[src/rtl/booth_pkg.sv]
// Shared types and helpers for the signed sequential divider.
package booth_pkg;

  typedef enum logic [1:0] {
    IDLE = 2'd0,
    ITER = 2'd1,
    FIX  = 2'd2,
    DONE = 2'd3
  } div_state_t;

  localparam int unsigned DEF_N = 4;
  localparam int unsigned CNT_W = $clog2(DEF_N + 1);

  // Counter width for an arbitrary operand width n.
  function automatic int unsigned cnt_width(input int unsigned n);
    return $clog2(n + 1);
  endfunction

  // Magnitude of the low w bits of v taken as a signed value; 2^(w-1) stays representable.
  function automatic logic [31:0] abs_n(input logic [31:0] v, input int unsigned w);
    logic [31:0] mask;
    mask = (32'h1 << w) - 32'h1;
    if (v[w-1])
      return (~v + 32'h1) & mask;
    else
      return v & mask;
  endfunction

endpackage

[src/rtl/booth_divider_div_step.sv]
// One restoring shift-subtract step on unsigned magnitudes.
module div_step
  import booth_pkg::*;
#(
  parameter int N = 4
) (
  input  logic [N:0]   pr,
  input  logic [N-1:0] qsh,
  input  logic [N-1:0] mag_b,
  output logic [N:0]   pr_nx,
  output logic [N-1:0] qsh_nx
);

  logic [N+1:0] shifted;
  logic [N+1:0] trial;

  // One extra bit of headroom lets the trial sign be read directly.
  always_comb begin
    shifted = {pr, qsh[N-1]};
    trial   = shifted - {2'b00, mag_b};
    if (!trial[N+1]) begin
      pr_nx  = trial[N:0];
      qsh_nx = {qsh[N-2:0], 1'b1};
    end else begin
      pr_nx  = shifted[N:0];
      qsh_nx = {qsh[N-2:0], 1'b0};
    end
  end

endmodule

[src/rtl/booth_divider.sv]
// Sequential signed divider: restoring loop on magnitudes, then sign fix-up.
module booth_divider
  import booth_pkg::*;
#(
  parameter int N = 4
) (
  input  logic         clk,
  input  logic         rst,
  input  logic         start,
  input  logic [N-1:0] A,
  input  logic [N-1:0] B,
  output logic         busy,
  output logic         done,
  output logic [N-1:0] quotient,
  output logic [N-1:0] remainder,
  output logic         div_by_zero,
  output logic         overflow
);

  localparam int unsigned CW = cnt_width(N);
  localparam logic [N-1:0] MIN_VAL = {1'b1, {(N-1){1'b0}}};

  div_state_t   state;
  logic [CW-1:0] cnt;
  logic [N:0]   pr;
  logic [N-1:0] qsh;
  logic [N-1:0] mag_b;
  logic         sign_q;
  logic         sign_r;
  logic         ovf_case;

  logic [N:0]   pr_nx;
  logic [N-1:0] qsh_nx;
  logic [N-1:0] mag_a_in;
  logic [N-1:0] mag_b_in;

  assign mag_a_in = N'(abs_n(32'(A), N));
  assign mag_b_in = N'(abs_n(32'(B), N));

  div_step #(.N(N)) u_step (
    .pr     (pr),
    .qsh    (qsh),
    .mag_b  (mag_b),
    .pr_nx  (pr_nx),
    .qsh_nx (qsh_nx)
  );

  assign busy = (state != IDLE);
  assign done = (state == DONE);

  always_ff @(posedge clk) begin
    if (!rst) begin
      state       <= IDLE;
      cnt         <= '0;
      pr          <= '0;
      qsh         <= '0;
      mag_b       <= '0;
      sign_q      <= 1'b0;
      sign_r      <= 1'b0;
      ovf_case    <= 1'b0;
      quotient    <= '0;
      remainder   <= '0;
      div_by_zero <= 1'b0;
      overflow    <= 1'b0;
    end else begin
      case (state)
        IDLE: begin
          if (start) begin
            sign_q   <= A[N-1] ^ B[N-1];
            sign_r   <= A[N-1];
            qsh      <= mag_a_in;
            mag_b    <= mag_b_in;
            pr       <= '0;
            cnt      <= '0;
            // Operands may change after acceptance, so the overflow case is latched now.
            ovf_case <= (A == MIN_VAL) && (B == '1);
            if (B == '0) begin
              quotient    <= '1;
              remainder   <= A;
              div_by_zero <= 1'b1;
              overflow    <= 1'b0;
              state       <= DONE;
            end else begin
              state <= ITER;
            end
          end
        end
        ITER: begin
          pr  <= pr_nx;
          qsh <= qsh_nx;
          cnt <= cnt + CW'(1);
          if (cnt == CW'(N - 1))
            state <= FIX;
        end
        FIX: begin
          quotient    <= sign_q ? -qsh : qsh;
          remainder   <= sign_r ? -pr[N-1:0] : pr[N-1:0];
          overflow    <= ovf_case;
          div_by_zero <= 1'b0;
          state       <= DONE;
        end
        DONE: state <= IDLE;
        default: state <= IDLE;
      endcase
    end
  end

endmodule

[config.mk]
export PLATFORM = sky130hd
export DESIGN_NAME = booth_divider
export DESIGN_NICKNAME = d
export VERILOG_FILES = /design/src/rtl/booth_pkg.sv /design/src/rtl/booth_divider_div_step.sv /design/src/rtl/booth_divider.sv
export SDC_FILE = /design/constraint.sdc
export NUM_CORES = 1
export LEC_CHECK = 0
export ABC_AREA = 0
export CAP_MARGIN = 20
export CELL_PAD_IN_SITES_DETAIL_PLACEMENT = 1
export CELL_PAD_IN_SITES_GLOBAL_PLACEMENT = 2
export CORE_MARGIN = 10
export CORE_UTILIZATION = 31
export CTS_BUF_LIST = sky130_fd_sc_hd__clkbuf_2 sky130_fd_sc_hd__clkbuf_4 sky130_fd_sc_hd__clkbuf_8
export CTS_CLUSTER_DIAMETER = 120
export DETAILED_ROUTE_END_ITERATION = 8
export GPL_TIMING_DRIVEN = 0
export PLACE_DENSITY_LB_ADDON = 0.1
export REMOVE_ABC_BUFFERS = 1
export SLEW_MARGIN = 5
export SYNTH_ARGS = -nofsm -noshare
export SYNTH_HDL_FRONTEND = slang
export SYNTH_SLANG_ARGS = --single-unit
[constraint.sdc]
create_clock -name clk -period 2.2 [get_ports clk]
set_clock_uncertainty 0.15 [all_clocks]
set_input_delay 0.33 -clock clk [delete_from_list [all_inputs] [get_ports clk]]
set_output_delay 0.33 -clock clk [all_outputs]
set_load 0.005 [all_outputs]
# After elaboration in Yosys (flattened, before gate mapping)
# Index checks and enable logic that the tools add are counted.
# W data, S select, Z words.
# op_classes
n_addsub	6
n_eq_ne	9
n_mux	28
n_bitwise	3
reduce_logical	10
# ops
cell	n
$mux W4	9
$pmux W4 S2	3
$mux W5	2
$pmux W5 S2	1
$add A4 B1 Y4 const B	2
$eq A4 B4 Y1 const B	2
$neg A4 Y4	2
$not A4 Y4	2
$pmux W2 S4	1
$mux W2	3
$ne A2 B2 Y1 const B	3
$pmux W3 S2	1
$reduce_and A2 Y1	3
$reduce_bool A2 Y1	3
$sub A6 B4 Y6	1
$mux W1	5
$eq A2 B2 Y1 const B	2
$logic_not A4 Y1	1
$pmux W1 S2	2
$add A3 B1 Y3 const B	1
$eq A3 B2 Y1 const B	1
$mux W3	1
$reduce_and A3 Y1	1
$eq A2 B1 Y1 const B	1
other kinds (3)	3
# totals
ff_bits	31
input_bits	11
out_inout_bits	12
word_cells	68

# Logic depth before layout (Yosys ltp)
# logic_depth
depth_word	5
ltp_mapped	9
depth_no_buf	8

# Modules after synthesis
# Synthesis repeated with hierarchy kept, for this count alone.
# hier_totals
cells_unflattened	231
hier_area_um2	1934.4
# modules_own_cells
mod	instances	cells_per_inst	area_each_um2	seq_area_each_um2
booth_divider	1	186	1611.5	620.6
div_step	1	45	322.8	0.0

# Worst setup path before layout
# Ideal clock, no wire load.
# synth_path
path_kind	register to register
startpoint	reg mag_b[1]
endpoint	reg pr[0]
setup_ps	69
arrival_ps	1847
t_required_ps	1981
path_slack_ps	135
stages_incl_launch_ff	8
n_path_buf	0
synth_period_minus_slack_ps	2065
cell_sequence	dfxtp_1 -> inv_1 -> ha_1 -> or2_2 -> o221a_2 -> o2111ai_4 -> mux2_2 -> o21ai_1
# synth_via
elab_chain_len	3
# synth_lines
element	line	rtl
start, declared	booth_divider.sv:27	logic [N-1:0] mag_b;
start signal, assigned	booth_divider.sv:72	mag_b <= mag_b_in;
$sub A6 B4 Y6	booth_divider_div_step.sv:20	trial = shifted - {2'b00, mag_b};
$mux W5	booth_divider_div_step.sv:21	if (!trial[N+1]) begin
$pmux W5 S2	booth_divider.sv:66	case (state)
end signal, assigned	booth_divider.sv:89	pr <= pr_nx;
end, declared	booth_divider.sv:25	logic [N:0] pr;
# No other way between the ends.
# A chain may end at the register's enable or synchronous reset.

# Final worst setup path
# layout_path
startpoint	reg qsh[3]
endpoint	reg pr[4]
# layout_via
elab_chain_len	3
# layout_lines
element	line	rtl
start, declared	booth_divider.sv:26	logic [N-1:0] qsh;
start signal, assigned	booth_divider.sv:71	qsh <= mag_a_in;
start signal, assigned	booth_divider.sv:90	qsh <= qsh_nx;
$sub A6 B4 Y6	booth_divider_div_step.sv:20	
$mux W5	booth_divider_div_step.sv:21	
$pmux W5 S2	booth_divider.sv:66	
# No other way between the ends.

==> impl_metrics.toml <==
[route]
routed.top_layer = "met4"
wl_met3_um = 227
wl_mm = 5.24
first_iter_violations = 68
drtAntennaViolNets = 0
drc = 0
wl_met2_mm = 2.71
viasPerCell = 5.21
num_vias = 1637
wl_per_cell_um = 16.7
drtPass1Iterations = 4
wl_met1_mm = 2.24

[clock_network]
cts_tree = "built"
numCtsBuffers = 5
postCtsHoldBufs = 0
path_clk_slew_ps = 70
htreeDepth = 2
clock_latency_ps = 290
ctsRootBufferMaster = "clkbuf_8"
clk_path_buf_depth = 2
clock_sinks = 31

[global_routing]
grt-ovfl-total = 0
grt_pass1_wl_mm = 8.58
antenna_found_initial = 0
grt_pass1_vias = 1763
grt_max_degree = 27
gr-usage-all-layers_pct = 11.0

[synth]
yosysWarnings = 0
synth-seq-cells = 31
avgSynthCellArea_um2 = 8.41
syn_inst = 218
ys.flop_type = "dfxtp_1"
synth_area_leader_cell = "dfxtp_1"
async_flop_share_pct = 0
yosysMostFrequentCell = "dfxtp_1"
synth_commonest_cells = "dfxtp_1 (31), nand2_1 (21), nor2_1 (21)"
yosysTopAreaCellShare_pct = 33.9
synthesis.area_um2 = 1830
synth-seq-area-share_pct = 33.9
yosysUniqueCellTypes = 44
ys_top_cells_by_area = "dfxtp_1 (34%), ha_1 (10%), nand2_1 (4.3%), nor2_1 (4.3%), a21oi_1 (3.8%)"
synth_edf_count = 0

[critical_path]
arrival_ps = 2170
critPathMaxFanout = 6
end_kind = "flip-flop"
cp.required_ps = 2250
critPathKind = "reg2reg"
startpoint_type = "flip-flop"

[layout]
diodes = 0
drive_gt1_share_pct = 16.1
final_cell_count_no_fill = 314
finalNetCount = 268
synthToLayoutAreaGrowth_pct = 27.7
num-fill-cells = 699
utilization_pct = 41.7
fin_area_um2 = 2340

[floorplanning]
die_h_um = 96.9
ios = 23
start_util_pct = 32.7
core_um2 = 5610
num_rows = 27
die_area_um2 = 9390
die_w_um = 96.9

[sta]
worst_slew_pin_slew_ps = 481
min_period_ps = 2120
finalCritPeriodShare_pct = 96.5
max_freq_ghz = 0.471
hold_viol_final = 0
worst_hold_slack_ps = 304
slew_headroom_pct = 67.9
slew_viol_final = 0
setup_viol = 0

[placement]
dpl.hpwl_mm = 3.89
placed_cells = 302
gp_routability_congestion = 0.811
place_area_um2 = 2100
portBuffers = 22

[power_and_ir_drop]
p_leak_nw = 0.865
power.density_nw_per_um2 = 1210
total_power_mw = 2.83
ir_drop_v = 0.000565

[run_status]
status = "complete, no violations"

[run]
cap_violations = 0

[hold_path]
hp-class = "reg2reg"
-- timing repair --
action | CTS | global route
setup endpoints to repair | 21 | 16
setup buffers | 3 | 1
pin swaps | 2 | 3
gates cloned | 0 | 0
resized for setup | 12 | 12
-- layer usage --
| metal | track usage, % | up-vias |
|---|---|---|
| met5 | 0 | - |
| met2 | 19.5 | 26 |
| met4 | 3.95 | 0 |
| met3 | 3.34 | 6 |
| met1 | 12.0 | 796 |
| li1 | - | 809 |
-- worst max-delay path, stage by stage (launching register included) --
cell	delay (ps)
dfxtp_1	310
inv_1	80
ha_1	280
nor2b_4	170
o221a_4	220
o2111ai_4	200
or3_4	380
a311oi_2	230
-- placed cells by master, fill, tap and decap left out, drive strengths merged, types with 4 or more instances in the layout --
cell / instances
a311oi: 4
o211ai: 4
a21oi: 15
clkdlybuf4s50: 22
a211oi: 7
inv: 17
o21ai: 11
mux2i: 6
nand2: 21
ha: 15
nand3: 6
buf: 4
dfxtp: 31
nor2b: 7
xnor2: 8
nor2: 21
clkbuf: 6
-- final timing paths --
| check | start | to | slack, ps | cells after the start |
|---|---|---|---|---|
| max | qsh[3] | pr[4] | 80 | 7 |
| min | mag_b[3] | mag_b[3] | 300 | 2 |
| max reg2reg | qsh[3] | pr[4] | 80 | 7 |
| min reg2reg | mag_b[3] | mag_b[3] | 300 | 2 |
-- flip-flops by register name, indices dropped and copies added, names as in the netlist --
name,count
state,2
qsh,4
pr,5
ovf_case,1
overflow,1
mag_b,4
div_by_zero,1
remainder,4
sign_q,1
cnt,3
quotient,4
sign_r,1
-- power by group --
group	switching, mW	total [mW]	internal [mW]
combinational	0.758	1.45	0.688
sequential	0.110	0.793	0.683
clock	0.225	0.592	0.366
-- cells by family (layout without fill, tap and decap cells) --
kind of cell / count (synthesis) / after routing / share of synthesized area, %
AO/OA/AOI/OAI: 55 / 55 / 21.8
XOR/XNOR: 8 / 8 / 3.82
adder cells (fa/ha/maj): 16 / 16 / 11.3
buffers and inverters: 28 / 52 / 5.94
flip-flops: 31 / 31 / 33.9
multiplexers: 8 / 8 / 4.51
AND/OR/NAND/NOR: 72 / 72 / 18.8
-- layout make-up --
| class | instances | area (um^2) | share of cell area [%] |
|---|---|---|---|
| multi-input cells | 159 | 1170 | 50.2 |
| flip-flops and latches | 31 | 627 | 26.8 |
| repair buffers | 26 | 263 | 11.2 |
| well taps | 72 | 90.1 | 3.85 |
| clock buffers | 6 | 82.6 | 3.53 |
| inverters | 18 | 68.8 | 2.94 |
| clock inverters | 2 | 35.0 | 1.50 |
-- stage by stage --
step | TNS [ps] | setup slack (ps)
2_1_floorplan | 0 | 135
3_3_place_gp | -6030 | -407
3_5_place_dp | -7220 | -412
4_1_cts | 0 | 12.9
5_1_grt | -16.6 | -15.6
6_report | 0 | 78.0
Power figures use the tool's default switching activity.
